File: config.mk
export PLATFORM = sky130hd
export DESIGN_NAME = decoder_seq_out
export DESIGN_NICKNAME = d
export VERILOG_FILES = /design/src/rtl/decoder_seq_out.sv
export SDC_FILE = /design/constraint.sdc
export NUM_CORES = 1
export LEC_CHECK = 0
export CORE_MARGIN = 5
export CORE_UTILIZATION = 60
export CTS_BUF_LIST = sky130_fd_sc_hd__clkbuf_8
export CTS_CLUSTER_DIAMETER = 60
export CTS_CLUSTER_SIZE = 30
export DETAILED_ROUTE_END_ITERATION = 8
export PLACE_DENSITY = 0.88
export SLEW_MARGIN = 30
export SYNTH_ARGS = -nofsm -noshare
export SYNTH_HDL_FRONTEND = slang
export SYNTH_SLANG_ARGS = --single-unit
export TNS_END_PERCENT = 1
File: constraint.sdc
create_clock -name clk -period 3.4 [get_ports clk]
set_input_delay 0.85 -clock clk [delete_from_list [all_inputs] [get_ports clk]]
set_output_delay 0.85 -clock clk [all_outputs]
set_load 0.01 [all_outputs]
File: src/rtl/decoder_seq_out.sv
// One-hot output decoder with a direct-select mode and a timed sweep mode
// that walks bit 0 up to a chosen end index, holding each output dwell+1 cycles.
module decoder_seq_out #(
  parameter int IN_SIZE  = 6,
  parameter int OUT_SIZE = 34,
  parameter int DWELL_W  = 8
) (
  input  logic                clk,
  input  logic                rst,
  input  logic [IN_SIZE-1:0]  in,
  input  logic                mode,
  input  logic                in_valid,
  input  logic [DWELL_W-1:0]  dwell,
  input  logic                clr,
  output logic                in_ready,
  output logic [OUT_SIZE-1:0] out,
  output logic                busy,
  output logic                done,
  output logic                oob
);

  typedef enum logic [1:0] {
    IDLE   = 2'd0,
    DIRECT = 2'd1,
    SWEEP  = 2'd2
  } state_t;

  localparam logic [IN_SIZE-1:0]  OUT_MAX  = IN_SIZE'(OUT_SIZE);
  localparam logic [OUT_SIZE-1:0] ONE_HOT0 = OUT_SIZE'(1);

  state_t              state_q, state_d;
  logic [OUT_SIZE-1:0] out_q, out_d;
  logic [IN_SIZE-1:0]  cur_q, cur_d;
  logic [IN_SIZE-1:0]  end_q, end_d;
  logic [DWELL_W-1:0]  cnt_q, cnt_d;
  logic [DWELL_W-1:0]  dwell_q, dwell_d;
  logic                oob_q, oob_d;
  logic                done_q, done_d;
  logic                in_range;

  assign in_range = (in != '0) && (in <= OUT_MAX);
  assign in_ready = (state_q != SWEEP);

  always_comb begin
    state_d = state_q;
    out_d   = out_q;
    cur_d   = cur_q;
    end_d   = end_q;
    cnt_d   = cnt_q;
    dwell_d = dwell_q;
    oob_d   = oob_q;
    done_d  = 1'b0;

    // Abort wins over any request arriving in the same cycle.
    if (clr) begin
      state_d = IDLE;
      out_d   = '0;
      oob_d   = 1'b0;
      cur_d   = '0;
      end_d   = '0;
      cnt_d   = '0;
    end else begin
      case (state_q)
        IDLE, DIRECT: begin
          if (in_valid) begin
            oob_d = !in_range;
            if (mode) begin
              if (in_range) begin
                cur_d   = IN_SIZE'(1);
                end_d   = in;
                cnt_d   = dwell;
                dwell_d = dwell;
                out_d   = ONE_HOT0;
                state_d = SWEEP;
              end else begin
                out_d   = '0;
                state_d = IDLE;
              end
            end else begin
              out_d   = in_range ? (ONE_HOT0 << (in - IN_SIZE'(1))) : '0;
              state_d = DIRECT;
            end
          end
        end
        SWEEP: begin
          if (cnt_q != '0) begin
            cnt_d = cnt_q - DWELL_W'(1);
          end else if (cur_q != end_q) begin
            cur_d = cur_q + IN_SIZE'(1);
            out_d = out_q << 1;
            cnt_d = dwell_q;
          end else begin
            out_d   = '0;
            done_d  = 1'b1;
            state_d = IDLE;
          end
        end
        default: state_d = IDLE;
      endcase
    end
  end

  always_ff @(posedge clk) begin
    if (rst) begin
      state_q <= IDLE;
      out_q   <= '0;
      cur_q   <= '0;
      end_q   <= '0;
      cnt_q   <= '0;
      dwell_q <= '0;
      oob_q   <= 1'b0;
      done_q  <= 1'b0;
    end else begin
      state_q <= state_d;
      out_q   <= out_d;
      cur_q   <= cur_d;
      end_q   <= end_d;
      cnt_q   <= cnt_d;
      dwell_q <= dwell_d;
      oob_q   <= oob_d;
      done_q  <= done_d;
    end
  end

  assign out  = out_q;
  assign busy = (state_q == SWEEP);
  assign done = done_q;
  assign oob  = oob_q;

endmodule

Word level (Yosys, flattened, before mapping)
Cells that the tools add are included.
{"block": "word_totals", "ff_bits": 66, "in_bits": 19, "out_inout_bits": 38}
{"block": "classes", "add_sub_neg": 3, "order_cmp": 1, "n_eq_ne": 11, "n_shift": 1, "muxes": 26, "bitwise": 2, "reduce_logical": 16}
{"cell": "2-to-1 mux 34 bit", "n": 5}
{"cell": "one-hot mux 34 bit (2 select lines)", "n": 1}
{"cell": "2-to-1 mux 8 bit", "n": 5}
{"cell": "left shift 1 x 6 -> 34 bit, first input constant", "n": 1}
{"cell": "2-to-1 mux 6 bit", "n": 5}
{"cell": "one-hot mux 8 bit (2 select lines)", "n": 1}
{"cell": "!= test 2 bit, second input constant", "n": 6}
{"cell": "one-hot mux 6 bit (2 select lines)", "n": 1}
{"cell": "2-to-1 mux 2 bit", "n": 5}
{"cell": "AND reduction 5 bit", "n": 2}
{"cell": "nonzero test 8 bit", "n": 1}
{"cell": "subtractor 8 x 1 -> 8 bit, second input constant", "n": 1}
{"cell": "adder 6 x 1 -> 6 bit, second input constant", "n": 1}
{"cell": "<= comparator 6 bit, second input constant", "n": 1}
{"cell": "!= test 6 bit", "n": 1}
{"cell": "AND reduction 3 bit", "n": 2}
{"cell": "AND reduction 6 bit", "n": 1}
{"cell": "nonzero test 6 bit", "n": 1}
{"cell": "subtractor 6 x 1 -> 6 bit, second input constant", "n": 1}
{"cell": "one-hot mux 2 bit (2 select lines)", "n": 1}
{"cell": "AND reduction 4 bit", "n": 1}
{"cell": "OR reduction 2 bit", "n": 2}
{"cell": "OR reduction 4 bit", "n": 1}
{"cell": "!= test 3 x 1 -> 1 bit, second input constant", "n": 1}
{"cell": "other kinds (10)", "n": 12}

Longest topological paths before layout
Gate-level depths: netlist (run 1).
{"block": "logic_depth", "word_depth": 6, "ltp_mapped": 9, "mapped_depth_nobuf": 7}

Worst setup path after synthesis (run 1)
OpenSTA, ideal clock, no wires.
{"block": "synth_path", "path_kind": "input to register", "startpoint": "input in[0]", "endpoint": "register dwell_q[0]", "arrival_ns": 2.296, "t_required_ns": 3.273, "path_slack_ns": 0.977, "path_stages": 7, "n_path_buf": 2, "cell_sequence": "clkbuf_1 a2111o_1 a22oi_4 nor3b_2 buf_4 mux2i_1 nor2_1"}
{"block": "synth_via", "elab_chain_len": 3, "elab_cells_between_ends": 4, "cone_classes": "1 x order compare; 3 x reduce/logical"}
{"item": "from (decl)", "line": "10", "text": "input logic [IN_SIZE-1:0] in,"}
{"item": "<= comparator 6 bit / nonzero test 6 bit (equally long branches)", "line": "41", "text": "assign in_range = (in != '0) && (in <= OUT_MAX);"}
{"item": "logical AND 1 bit (*)", "line": "41"}
{"item": "AND reduction 5 bit (no line) (*)"}
{"item": "to (signal assigned)", "line": "119", "text": "dwell_q <= dwell_d;"}
{"item": "to (decl)", "line": "36", "text": "logic [DWELL_W-1:0] dwell_q, dwell_d;"}
Every way passes the cells marked *; elsewhere a longest branch is shown, timed or not.
A chain may end at the register's enable or synchronous reset.

Worst setup path after layout (run 1)
{"block": "layout_path", "startpoint": "register state_q[1]", "endpoint": "output busy"}
{"block": "layout_via", "elab_chain_len": 1}
{"item": "from (decl)", "line": "31", "text": "state_t state_q, state_d;"}
{"item": "from (signal assigned)", "line": "114", "text": "state_q <= state_d;"}
{"item": "equality test 2 bit", "line": "126", "text": "assign busy = (state_q == SWEEP);"}
{"item": "to (decl)", "line": "17", "text": "output logic busy,"}
No other way between the ends.

==> reports/metrics.yaml, run 1 <==
hold_path_startpoint: "out[0]"
drv.max_cap_violation_count: 0
routed-via-count: 3513
timing.setup.tns_ns: 0
rr_endpoint: "out[9]"
timing.setup.critical_path_class: "register to primary output"
crit_path_end_kind: "primary output"
clk_root_buffer_cell: "sky130_fd_sc_hd__clkbuf_8"
start_util: 0.607
outcome: "complete, no violations"
asyncSetResetFlopFracSynth: 0
hold_viol_final: 0
number_of_global_route_vias_before_repair: 3475
dr.pass1.iters: 5
leakagePower_uw: 0.00157
grt_use_total: 0.274
mostFrequentLayoutCell: "sky130_fd_sc_hd__dfxtp_1"
diode_count: 0
hold_path_end: "out[0]"
core-area_sq_mm: 0.00585
final.fill_count: 395
slew_headroom: 0.556
wire_length_of_the_first_global_routing_pass_microns: 16500
avgRoutedWirePerCell_microns: 18.1
utilization: 0.748
dominantRegCellSynth: "sky130_fd_sc_hd__dfxtp_1"
die_height_microns: 86.9
netlist_area_sq_mm: 0.00355
crit_path_cell_trace: "nor2b_2 -> clkdlybuf4s50_1"
worst-endpoint-arrival_ns: 1.97
setup_viol_count_final: 0
final_wirelength_microns: 9800
design.die.area_sq_mm: 0.00755
buffer_ports.inserted: 56
drc_errors: 0
finalClockSkew_ns: 0.00614
dpl.cell_count: 525
layout_cells_sized_above_1: 0.118
fmax_ghz: 0.354
rsz0062_at_grt: "false"
regToRegSetupSlack_ns: 0.91
antenna_found_initial: 0
htree_levels: 3
worst_skew_pair.late_latency_ns: 0.34
worstHoldPathType: "register to register"
areaGrowthSynthToFinish_pct: 23.3
antenna_left: 0
yosysWarningCount: 0
grt.overflow.total: 0
critical-path-slowest-cell: "sky130_fd_sc_hd__clkdlybuf4s50_1"
syn_inst: 416
tritoncts: "built"
design.final.nets: 483
start_kind: "register"
cts.reportedPaths.clkPinSlew_ns: 0.07
drt_iter0_drc: 290
required_ns: 2.55
min_path_cells: 2
finish.cell_count_without_fillers: 541
power.ir.vdd_worst_mv: 0.273
post-route-period-util: 0.830
synth_cell_types: 62
pin_count: 57
final_max_slew_violation_count: 0
worst_slew_pin_slew_ns: 0.667
syn-num-nets: 438
die_w_microns: 86.9
crit_path_max_incr_delay_ns: 0.65
cts.sinks: 66
routabilityCongestion: 0.910
place_hpwl_microns: 6640
synth_sequential_area_ratio: 0.372
postCtsHoldBufs: 0
most_frequent_cells_in_the_layout: "66 x sky130_fd_sc_hd__dfxtp_1, 56 x sky130_fd_sc_hd__clkdlybuf4s50_1, 51 x sky130_fd_sc_hd__nor2_1"
vias_per_cell: 6.49
crit_path_max_fanout: 10
timing.final.crit_period_ns: 2.82
largest_net_degree_at_the_start_of_global_routing: 48
cts_made_buffers: 9
reg2regPathDepth: 8
cts_buffer_depth: 2
postSynthAreaPerCell_sq_um: 8.53
synth_edf_count: 0
ys_seq_elements: 66
worstReg2RegStart: "cnt_q[0]"
timing.hold.ws_ns: 0.487
placementRows: 28
post_cts_buffers: 0
power_density_mw_per_mm2: 421
post_cts_resize_count: 0
metrics by stage:
step                      instance area [sq um]  setup slack (ns)  power [uW]
after floorplan                            3550             0.977         988
after global placement                     4130             0.510        1080
after detailed placement                   4130             0.422        1080
after CTS                                  4370             0.302        1850
after global routing                       4370             0.477        1920
final                                      4370             0.577        1840
Yosys cell counts, drive strengths merged (2+ instances only):
cell type / number / share of area
dfxtp: 66 / 0.37
nor2: 52 / 0.055
a21oi: 48 / 0.069
o21ai: 39 / 0.059
clkbuf: 21 / 0.022
mux2i: 21 / 0.059
a221oi: 20 / 0.049
nand2: 18 / 0.019
buf: 17 / 0.033
nor3: 15 / 0.026
nand2b: 9 / 0.016
a211oi: 8 / 0.017
nor4: 7 / 0.014
inv: 6 / 0.0063
xor2: 6 / 0.015
nand3: 5 / 0.0071
nor4b: 5 / 0.018
o32ai: 5 / 0.023
or3: 4 / 0.0071
a31oi: 3 / 0.0095
and3: 3 / 0.0053
ha: 3 / 0.011
nand4b: 3 / 0.0074
a2111oi: 2 / 0.0049
a311oi: 2 / 0.0049
a32oi: 2 / 0.0049
and2: 2 / 0.0042
nand3b: 2 / 0.0042
nor2b: 2 / 0.0035
nor3b: 2 / 0.0056
o21bai: 2 / 0.0042
o31ai: 2 / 0.0042
state kept, by name, summed over array words and instances, names as in the netlist:
signal	cells
done	1
oob	1
out	34
state_q	2
end_q	6
cur_q	6
dwell_q	8
cnt_q	8
worst max-delay path by stage:
stage,depth (start not counted),endpoint,start
floorplan,7,dwell_q[0],in[0]
global placement,7,dwell_q[4],in[4]
detailed placement,6,cnt_q[2],in[4]
CTS,2,busy,state_q[1]
global route,3,in_ready,state_q[1]
finish,2,busy,state_q[1]
cell families after synthesis:
group,count (synthesis),share of synthesized area
compound gates,141,0.274
simple gates,135,0.208
flops,66,0.372
buf+inv,44,0.0614
mux,21,0.0592
xor+xnor,6,0.0148
fa+ha+maj,3,0.0106
worst max-delay path: cells and delay by family, from the launching register on:
kind / cells / cell delay (ns)
buffers and inverters: 1 / 0.65
and+or+nand+nor: 1 / 0.56
DFF: 1 / 0.42
report_power, final:
group / switching, uW / leakage [uW] / internal (uW) / total [uW]
sequential: 19.2 / 0.000536 / 794 / 813
combinational: 147 / 0.000912 / 111 / 258
clock: 300 / 0.000119 / 472 / 772
total: 466 / 0.00157 / 1380 / 1840
per-layer routing:
layer | vias up | global-route usage | part of all wire
met2 | 188 | 0.438 | 0.48
met5 | - | 0 | 0
met3 | 31 | 0.0662 | 0.080
met4 | 0 | 0.146 | 0.027
met1 | 1652 | 0.340 | 0.42
li1 | 1642 | - | -
cell type report:
| type | instances | area (sq um) | share of cell area |
|---|---|---|---|
| inverters | 6 | 22.5 | 0.00515 |
| flip-flops and latches | 66 | 1320 | 0.302 |
| clock buffers | 12 | 165 | 0.0378 |
| clock inverters | 4 | 72.6 | 0.0166 |
| well taps | 75 | 93.8 | 0.0215 |
| repair buffers | 72 | 681 | 0.156 |
| multi-input cells | 306 | 2020 | 0.461 |
(Power assumes the default switching activity.)
==> run 2: changes to the inputs <==
- CORE_UTILIZATION: 60 -> 56
- PLACE_DENSITY: 0.88 -> 0.83
- clock period: 3.4 -> 2.6 ns (I/O delays scaled with it)
==> reports/metrics.yaml, run 2 (synthesized netlist as in run 1, its figures left out) <==
fmax_ghz: 0.418
worst_skew_pair.late_latency_ns: 0.34  # about the same
drt_iter0_drc: 292  # +0.69%
start_kind: "register"
finish.cell_count_without_fillers: 560  # +3.5%
die_w_microns: 89.6  # +3.1%
post_cts_resize_count: 0  # unchanged
areaGrowthSynthToFinish_pct: 27.0
number_of_global_route_vias_before_repair: 3326  # -4.3%
antenna_left: 0  # unchanged
place_hpwl_microns: 6940  # +4.4%
postCtsHoldBufs: 0  # unchanged
required_ns: 1.95  # -0.60 ns
utilization: 0.722  # -0.0253
worstHoldPathType: "register to register"
dpl.cell_count: 546  # +4.0%
buffer_ports.inserted: 56  # unchanged
power.ir.vdd_worst_mv: 0.366  # +34%
cts_buffer_depth: 2  # unchanged
routabilityCongestion: 0.921  # +1.2%
mostFrequentLayoutCell: "sky130_fd_sc_hd__dfxtp_1"
crit_path_max_incr_delay_ns: 0.61  # -0.04 ns
post_cts_buffers: 0  # unchanged
layout_cells_sized_above_1: 0.147  # +0.0290
placementRows: 29  # +3.6%
largest_register_ffs: 34  # unchanged
grt_use_total: 0.261  # -0.0136
pin_count: 57  # unchanged
vias_per_cell: 6.34  # -2.3%
grt.overflow.total: 0  # unchanged
diode_count: 0  # unchanged
largest_net_degree_at_the_start_of_global_routing: 48  # unchanged
intPower_uw: 1690  # +23%
htree_levels: 3  # unchanged
share_clk_of_total_power: 0.376  # -0.043
start_util: 0.569  # -0.0379
critical-path-slowest-cell: "sky130_fd_sc_hd__clkdlybuf4s50_1"
switching_power_uw: 602  # +29%
dr.pass1.iters: 6  # +1
finalClockSkew_ns: 0.00749  # +0.00134 ns
timing.final.crit_period_ns: 2.39
share_comb_of_total_power: 0.160  # +0.020
slew_headroom: 0.577  # +0.0213
worst-endpoint-arrival_ns: 1.74  # -0.23 ns
final_wirelength_microns: 9900  # +1.1%
avgRoutedWirePerCell_microns: 17.7  # -2.4%
crit_path_cell_trace: "nor2b_1 -> inv_1 -> clkdlybuf4s50_1"
die_height_microns: 89.6  # +3.1%
sequential_power_share: 0.464  # +0.023
wire_length_of_the_first_global_routing_pass_microns: 16300  # -1.3%
setup_viol_count_final: 0  # unchanged
hold_viol_final: 0  # unchanged
antenna_found_initial: 0  # unchanged
cts.reportedPaths.clkPinSlew_ns: 0.07  # about the same
crit_path_max_fanout: 8  # -2
design.die.area_sq_mm: 0.00803  # +6.3%
final_max_slew_violation_count: 0  # unchanged
post-route-period-util: 0.921
p_sw_frac: 0.263  # +0.00998
leakagePower_uw: 0.00166  # +5.7%
worst_slew_pin_slew_ns: 0.632  # -0.0349 ns
tritoncts: "built"
power_density_mw_per_mm2: 508  # +21%
cts_made_buffers: 9  # unchanged
core-area_sq_mm: 0.00624  # +6.7%
clk_root_buffer_cell: "sky130_fd_sc_hd__clkbuf_8"
cts.sinks: 66  # unchanged
outcome: "complete, no violations"
drc_errors: 0  # unchanged
drv.max_cap_violation_count: 0  # unchanged
design.final.nets: 502  # +3.9%
rsz0062_at_grt: "false"
crit_path_end_kind: "primary output"
timing.setup.critical_path_class: "register to primary output"
most_frequent_cells_in_the_layout: "66 x sky130_fd_sc_hd__dfxtp_1, 56 x sky130_fd_sc_hd__clkdlybuf4s50_1, 51 x sky130_fd_sc_hd__nor2_1"
routed-via-count: 3551  # +1.1%
[run 2: critical path, delay by kind of cell (launching register included)]
| kind | cells | cell delay [ns] |
|---|---|---|
| buffers and inverters | 2 | 0.89 |
| DFF | 1 | 0.35 |
| and+or+nand+nor | 1 | 0.16 |
[run 2: metrics by stage]
| stage | total power, uW | cell area (sq um) | setup WS (ns) | setup TNS [ns] | hold WS (ns) |
|---|---|---|---|---|---|
| after floorplan | 1290 | 3550 | 0.377 | 0 | 0.454 |
| after global placement | 1440 | 4320 | -0.0204 | -0.135 | 0.469 |
| after detailed placement | 1450 | 4320 | -0.0593 | -0.436 | 0.484 |
| after CTS | 2300 | 4510 | 0.185 | 0 | 0.499 |
| after global routing | 2380 | 4510 | 0.101 | 0 | 0.517 |
| final | 2290 | 4510 | 0.206 | 0 | 0.491 |
[run 2: routing by layer]
metal  vias to the layer above  track usage  routed length, microns
met5                         -            0                       0
met4                         0        0.120                     304
met3                        25       0.0538                     804
met2                       192        0.402                    4570
met1                      1656        0.349                    4220
li1                       1678            -                       -
[run 2: power groups by stage]
| stage | clock network (uW) | logic [uW] | registers, uW |
|---|---|---|---|
| detailed placement | 0 | 362 | 1080 |
| CTS | 874 | 364 | 1060 |
| floorplan | 0 | 205 | 1090 |
| global placement | 0 | 352 | 1080 |
| global route | 918 | 397 | 1070 |
| finish | 862 | 367 | 1060 |
[run 2: worst paths after layout]
kind	from	endpoint	slack [ns]	cells past startpoint
worst min register to register	cur_q[5]	cur_q[5]	0.49	2
worst max-delay path	state_q[1]	in_ready	0.21	3
worst max register to register	cnt_q[0]	out[2]	0.26	7
worst min-delay path	cur_q[5]	cur_q[5]	0.49	2
[run 2: cell type report]
| class | instances | area (sq um) |
|---|---|---|
| Clock buffer | 11 | 151 |
| Fill cell | 489 | 1730 |
| Sequential cell | 66 | 1320 |
| Clock inverter | 3 | 40.0 |
| Multi-Input combinational cell | 306 | 2020 |
| Inverter | 6 | 22.5 |
| Tap cell | 77 | 96.3 |
| Timing Repair Buffer | 91 | 861 |
==> run 3: changes to the inputs <==
- CAP_MARGIN: not set -> 20
==> results of run 3 <==
The final DEF is identical to that of run 2; final timing and power are the same.
